[config.mk]
export PLATFORM = sky130hd
export DESIGN_NAME = pc_sequencer
export DESIGN_NICKNAME = d
export VERILOG_FILES = /design/src/rtl/pc_sequencer.sv
export SDC_FILE = /design/constraint.sdc
export NUM_CORES = 1
export LEC_CHECK = 0
export ABC_AREA = 0
export CAP_MARGIN = 5
export CORE_ASPECT_RATIO = 1.5
export CORE_MARGIN = 4
export CORE_UTILIZATION = 40
export DETAILED_ROUTE_END_ITERATION = 10
export GPL_ROUTABILITY_DRIVEN = 0
export PLACE_DENSITY = 0.73
export SLEW_MARGIN = 20
export SYNTH_ARGS = -nofsm -noshare
export SYNTH_HDL_FRONTEND = slang
export SYNTH_SLANG_ARGS = --single-unit
export TNS_END_PERCENT = 5
[constraint.sdc]
create_clock -name clk -period 7.9 [get_ports clk]
set_input_delay 1.185 -clock clk [delete_from_list [all_inputs] [get_ports clk]]
set_output_delay 1.185 -clock clk [all_outputs]
set_load 0.03 [all_outputs]
[src/rtl/pc_sequencer.sv]
// rtl/pc_sequencer.sv - fetch-stage PC register and next-PC selector; BRANCH_DELAY_SLOT_EN enables the delay slot
module pc_sequencer #(
  parameter logic [31:0] RESET_PC = 32'h0000_0000,
  parameter logic [31:0] PC_INC   = 32'd4
) (
  input  logic        clk,
  input  logic        reset,
  input  logic        imem_ready,
  input  logic        stall,
  input  logic        branch_taken,
  input  logic [15:0] branch_offset,
  input  logic        jump,
  input  logic [25:0] jump_target,
  input  logic        jr,
  input  logic [31:0] jr_addr,
  output logic [31:0] pc_out,
  output logic [31:0] pc_plus4,
  output logic        redirect_pulse,
  output logic        misalign_err
);

  logic        advance;
  logic        live_req;
  logic [31:0] live_target;
  logic        live_mis;
  logic        pend_valid;
  logic [31:0] pend_target;
  logic        pend_mis;
  logic        sel_valid;
  logic [31:0] sel_target;
  logic        sel_mis;

  assign pc_plus4 = pc_out + PC_INC;
  assign advance  = imem_ready & ~stall;
  assign live_req = jr | jump | branch_taken;

  // Priority jr > jump > branch; jr targets are force-aligned but flagged.
  always_comb begin
    live_target = pc_plus4;
    live_mis    = 1'b0;
    if (jr) begin
      live_target = {jr_addr[31:2], 2'b00};
      live_mis    = |jr_addr[1:0];
    end else if (jump) begin
      live_target = {pc_plus4[31:28], jump_target, 2'b00};
    end else if (branch_taken) begin
      live_target = pc_plus4 + {{14{branch_offset[15]}}, branch_offset, 2'b00};
    end
  end

  // A live redirect on the advance cycle beats anything queued during a stall.
  always_comb begin
    sel_valid  = live_req | pend_valid;
    sel_target = live_req ? live_target : pend_target;
    sel_mis    = live_req ? live_mis : pend_mis;
  end

`ifdef BRANCH_DELAY_SLOT_EN
  typedef enum logic {IDLE, SLOT} state_t;

  state_t      state;
  logic [31:0] slot_target;
  logic        slot_mis;

  always_ff @(posedge clk) begin
    if (reset) begin
      pc_out         <= RESET_PC;
      pend_valid     <= 1'b0;
      pend_target    <= 32'h0;
      pend_mis       <= 1'b0;
      state          <= IDLE;
      slot_target    <= 32'h0;
      slot_mis       <= 1'b0;
      redirect_pulse <= 1'b0;
      misalign_err   <= 1'b0;
    end else begin
      redirect_pulse <= 1'b0;
      misalign_err   <= 1'b0;
      if (advance) begin
        pend_valid <= 1'b0;
        if (state == SLOT) begin
          pc_out         <= slot_target;
          redirect_pulse <= 1'b1;
          misalign_err   <= slot_mis;
          state          <= IDLE;
        end else begin
          pc_out <= pc_plus4;
          if (sel_valid) begin
            slot_target <= sel_target;
            slot_mis    <= sel_mis;
            state       <= SLOT;
          end
        end
      end else if (live_req && state == IDLE) begin
        pend_valid  <= 1'b1;
        pend_target <= live_target;
        pend_mis    <= live_mis;
      end
    end
  end
`else
  always_ff @(posedge clk) begin
    if (reset) begin
      pc_out         <= RESET_PC;
      pend_valid     <= 1'b0;
      pend_target    <= 32'h0;
      pend_mis       <= 1'b0;
      redirect_pulse <= 1'b0;
      misalign_err   <= 1'b0;
    end else begin
      redirect_pulse <= 1'b0;
      misalign_err   <= 1'b0;
      if (advance) begin
        pend_valid <= 1'b0;
        if (sel_valid) begin
          pc_out         <= sel_target;
          redirect_pulse <= 1'b1;
          misalign_err   <= sel_mis;
        end else begin
          pc_out <= pc_plus4;
        end
      end else if (live_req) begin
        pend_valid  <= 1'b1;
        pend_target <= live_target;
        pend_mis    <= live_mis;
      end
    end
  end
`endif

endmodule

# After elaboration in Yosys (flattened, before gate mapping)
# Index checks and enable logic that the tools add are counted.
dict set report word_totals {
  ff_bits 68
  latchBits 0
  ram_bits 0
  rom_bits 0
  inputBits 81
  n_memories 0
}
dict set report classes {
  add_sub_neg 2
  multipliers 0
  div_mod_pow 0
  magnitude_cmp 0
  n_eq_ne 0
  shift 0
  muxes 8
  bitwise 7
  reduce_logical 4
}
# cell count
set ops {}
lappend ops {{$mux W32} 5}
lappend ops {{$add A32 B3 Y32 const B} 1}
lappend ops {{$add A32 B32 Y32} 1}
lappend ops {{$reduce_or A2 Y1} 3}
lappend ops {{$mux W1} 3}
lappend ops {{$not A1 Y1} 3}
lappend ops {{$or A1 B1 Y1} 3}
lappend ops {{$reduce_or A3 Y1} 1}
lappend ops {{$and A1 B1 Y1} 1}

# Logic depth before layout (Yosys ltp)
dict set report logic_depth {
  word_depth 7
  mapped_depth 18
  ltp_nobuf 17
}

# Least setup slack after synthesis
# Ideal clock, no wire load.
dict set report synth_timing {
  kind {register to register}
  from {register pc_out[2]}
  to {register pc_out[30]}
  arrival_ns 4.503
  t_required_ns 7.822
  path_slack_ns 3.319
  stages_incl_launch_ff 18
  n_path_buf 1
  synth_period_minus_slack_ns 4.581
  cell_sequence {dfxtp_1 > ha_1 > and3_1 > and3_1 > and2_1 > and3_1 > nand3_1 > xnor2_1 > ha_1 > buf_4 > nand3_2 > or4_4 > o211ai_2 > a21oi_2 > o311a_1 > o41ai_2 > a21oi_1 > nor3_1}
}
dict set report synth_between {
  elab_chain_cells 7
}
# item line
set synth_lines {}
lappend synth_lines {{start, declared} 16} ;# output logic [31:0] pc_out,
lappend synth_lines {{start signal, assigned} 116} ;# pc_out <= sel_target;
lappend synth_lines {{start signal, assigned} 120} ;# pc_out <= pc_plus4;
lappend synth_lines {{$add A32 B3 Y32} 33} ;# assign pc_plus4 = pc_out + PC_INC;
lappend synth_lines {{via pc_plus4[20]} 17} ;# output logic [31:0] pc_plus4,
lappend synth_lines {{$add A32 B32 Y32} 47} ;# live_target = pc_plus4 + {{14{branch_offset[15]}}, branch_offset, 2'b00};
lappend synth_lines {{$mux W32} 46} ;# end else if (branch_taken) begin
lappend synth_lines {{$mux W32} 44} ;# end else if (jump) begin
lappend synth_lines {{$mux W32} 41} ;# if (jr) begin
lappend synth_lines {{$mux W32} n/a}
lappend synth_lines {{$mux W32} 115} ;# if (sel_valid) begin
# The timed path passes the listed nets, and every way through them passes these cells.
# A chain may end at the register's enable or synchronous reset.

# Final worst setup path
dict set report layout_timing {
  from {register pc_out[2]}
  to {register pend_target[28]}
}
dict set report layout_between {
  elab_chain_cells 6
}
# item line
set layout_lines {}
lappend layout_lines {{$add A32 B3 Y32 *} 33}
lappend layout_lines {{$add A32 B32 Y32} 47}
lappend layout_lines {{$mux W32} 46}
lappend layout_lines {{$mux W32 *} 44}
lappend layout_lines {{$mux W32 *} 41}
lappend layout_lines {{$mux W32 *} n/a}
lappend layout_lines {{end signal, assigned} 124} ;# pend_target <= live_target;
lappend layout_lines {{end, declared} 27} ;# logic [31:0] pend_target;
# Mark *: on every way between the ends. The rest lies on a longest branch, timed or not.

==> metrics.txt <==
area delta synth->final 31.8%; count of nets after finishing 1,031; Die X-Extent 107 um; vias in the first global route 6,384; RSZ-0062 raised after global routing false; Resize count post-CTS 0; Fmax achieved 205 MHz; cells after synthesis 798; Post-CTS Setup Bufs 0; met3 routed WL 1.57 mm; clock latency on the worst-skew pair 0.34 ns; max_cap viols 0; CTS tree built; Hold Vio Cnt, Final 0; PD cells 156 nW/um2; Worst Hold Slack 0.450 ns; startpoint types flip-flop; Met1 Wirelength 8.21 mm; Tcrit/Tclk final 61.9%; post-synthesis mux area share 1.40%; Worst path most repeated cell and3_1; Seq cells post-synth 68; Starting Density 41.2%; proportion of layout cells with a drive suffix above 1 5.12%; area of the multi-input gates 4170 um2; xor and xnor area share after synthesis 7.52%; GRT Total Usage 26.4%; DIE AREA 16,600 um2; Arr. time, crit path 5.07 ns; adder-cell share of the synthesized area 8.08%; CTS clock-pin slew for the worst setup and hold paths 0.06 ns; critical path class flip-flop to flip-flop; # rows 53; required time worst endpoint 8.08 ns; total core area 14,100 um2; fin crit period 4.89 ns; worst path bufs/invs 0; Register Area 1360 um2; worst hold path depth 2; final setup skew 0.00994 ns; Synth Cell Area 5820 um2; Seq/Total Area, Yosys 23.4%; initial antenna violation count 1; post-route ant nets 0; worst hold path type flip-flop to flip-flop; Final TNS setup 0 ns; Worst path max stage delay 0.77 ns; delay-heaviest family, CP simple AND/OR/NAND/NOR gates; asr flop ratio synth 0%; Tot Pwr 1.20 mW; Port Buffers 146; CTS root buf clkbuf_16; Filler cells 1,382; CP Capture Type flip-flop; CTS Sinks 68; RR Endpoint pend_target[28]; RR Startpoint pc_out[2]; GRT overflow 0; Reg2Reg Setup Slack 3.01 ns; WL per Instance 20.4 um; estimated wirelength of the detail-placed design 17.2 mm; Worst-Margin Slew 1.12 ns; Setup Viol. Count Final 0; first-pass GRT wire length 34.2 mm; Clock Tree Buf Depth 2; met2 wire length 11.3 mm; Slew Viols, Final 0; Post-Synth Simple-Gate Area 23.2%; largest net degree at the start of global routing 58; CP max-delay cell a2111oi_0; Avg Cell Area, Syn 7.30 um2; Peak supply drop 0.0000940 V; syn_nets 916; Post-synth EDFFs 0; largest family of logic cells by synthesized area compound AO/OA/AOI/OAI gates; Lkg Pwr 3.04 nW; worst-path cell chain ha_1 > and3_1 > and3_1 > and2_1 > and3_1 > nand3_1 > xnor2_1 > ha_1 > a21o_1 > a31o_2 > or3_1 > nor3_1 > nor3_1 > mux2i_1 > a2111oi_0 > nor4_1; I/O Pins 147; final setup margin 3.01 ns; Hold Buf Count CTS 0; H-tree level count 3; Die H 156 um; DRT iter0 DRCs 349; Synth cell types 76; Via density 6.00; YS warnings 0; First-pass DRT Iterations 5; commonest non-fill, non-tap cell in the layout clkdlybuf4s50_1; hold wc startpoint pend_target[26]; drt total wl 22.6 mm; most frequent cells in the layout 145 x clkdlybuf4s50_1, 89 x nand2_1, 88 x nor2_1, 79 x a21oi_1, 68 x dfxtp_1; hold endpoint pend_target[26]; via count 6,670; max layer used met4; CTS Buf Count 9; max_slew headroom 24.9%; status finished clean; Synth Area in Compound Gates 31.3%; reg2reg path depth 16; ys flop type dfxtp_1; crit-path max FO 8; dpl ws 2.78 ns; DRC viols 0
[worst min-delay path, delay by kind of cell, from the launching register on]
kind               cells  cell delay (ns)
AOI/OAI and AO/OA      1             0.06
DFF                    1             0.32
and+or+nand+nor        1             0.04
[final cells by class]
| type | instances | area share (%) |
|---|---|---|
| tap | 192 | 3.13 |
| inverter | 20 | 0.978 |
| multi-input combinational | 657 | 54.3 |
| timing repair buffer | 157 | 20.0 |
| clock inverter | 7 | 0.880 |
| clock buffer | 9 | 2.93 |
| sequential | 68 | 17.7 |
| antenna | 1 | 0.0326 |
[per-stage QoR]
stage | cells | area, um2 | utilization, %
global placement | 1094 | 7380 | 52.3
finish | 1111 | 7680 | 54.4
global route | 1111 | 7680 | 54.4
floorplan | 798 | 5820 | -
CTS | 1110 | 7670 | 54.3
detailed placement | 1094 | 7380 | 52.3
[worst max path at each step]
stage                       from              end  slack (ns)  cells after the start
6_report               pc_out[2]  pend_target[28]        3.01                     16
5_1_grt                pc_out[2]  pend_target[28]        2.79                     16
3_5_place_dp   branch_offset[15]  pend_target[28]        2.78                     11
4_1_cts                pc_out[2]  pend_target[28]        3.01                     16
3_3_place_gp   branch_offset[15]  pend_target[28]        2.82                     11
2_1_floorplan          pc_out[2]       pc_out[30]        3.32                     17
[synth_stat cells, types with 10 or more instances]
library cell   n  area (um2)
nand2_1       89         334
a21oi_1       79         395
nand3_1       25         125
o21ai_0       62         310
and3_1        10        62.6
nor2_1        88         330
xor2_1        21         184
ha_1          36         450
dfxtp_1       68        1360
nor3_1        18        90.1
a21o_1        15         113
a221oi_1      12         105
a211oi_1      16         120
clkbuf_1      40         150
inv_1         20        75.1
xnor2_1       29         254
nand2b_1      12        75.1
[where the power goes]
group | leakage (nW) | internal [mW] | switching (mW)
Clock | 0.137 | 0.242 | 0.157
Combinational | 2.34 | 0.167 | 0.236
Sequential | 0.559 | 0.367 | 0.0257
[cells by family (layout without fill, tap and decap cells)]
kind of cell               after synthesis  in the layout
other                                    0              1
adders and majority gates               37             37
and+or+nand+nor                        285            285
AOI/OAI and AO/OA                      277            277
buffers and inverters                   73            193
muxes                                    8              8
xor gates and xnor gates                50             50
DFF                                     68             68
[metal layers]
layer / GRT usage (%) / vias to the layer above
li1: - / 3161
met1: 29.1 / 3107
met2: 46.9 / 324
met3: 4.39 / 78
met4: 16.4 / 0
met5: 0 / -
[sequential cells by signal, indices dropped and copies added, names as in the netlist]
name	cells
misalign_err	1
pc_out	32
pend_mis	1
pend_target	32
pend_valid	1
redirect_pulse	1
No activity file was read; power rests on OpenSTA's default activity.
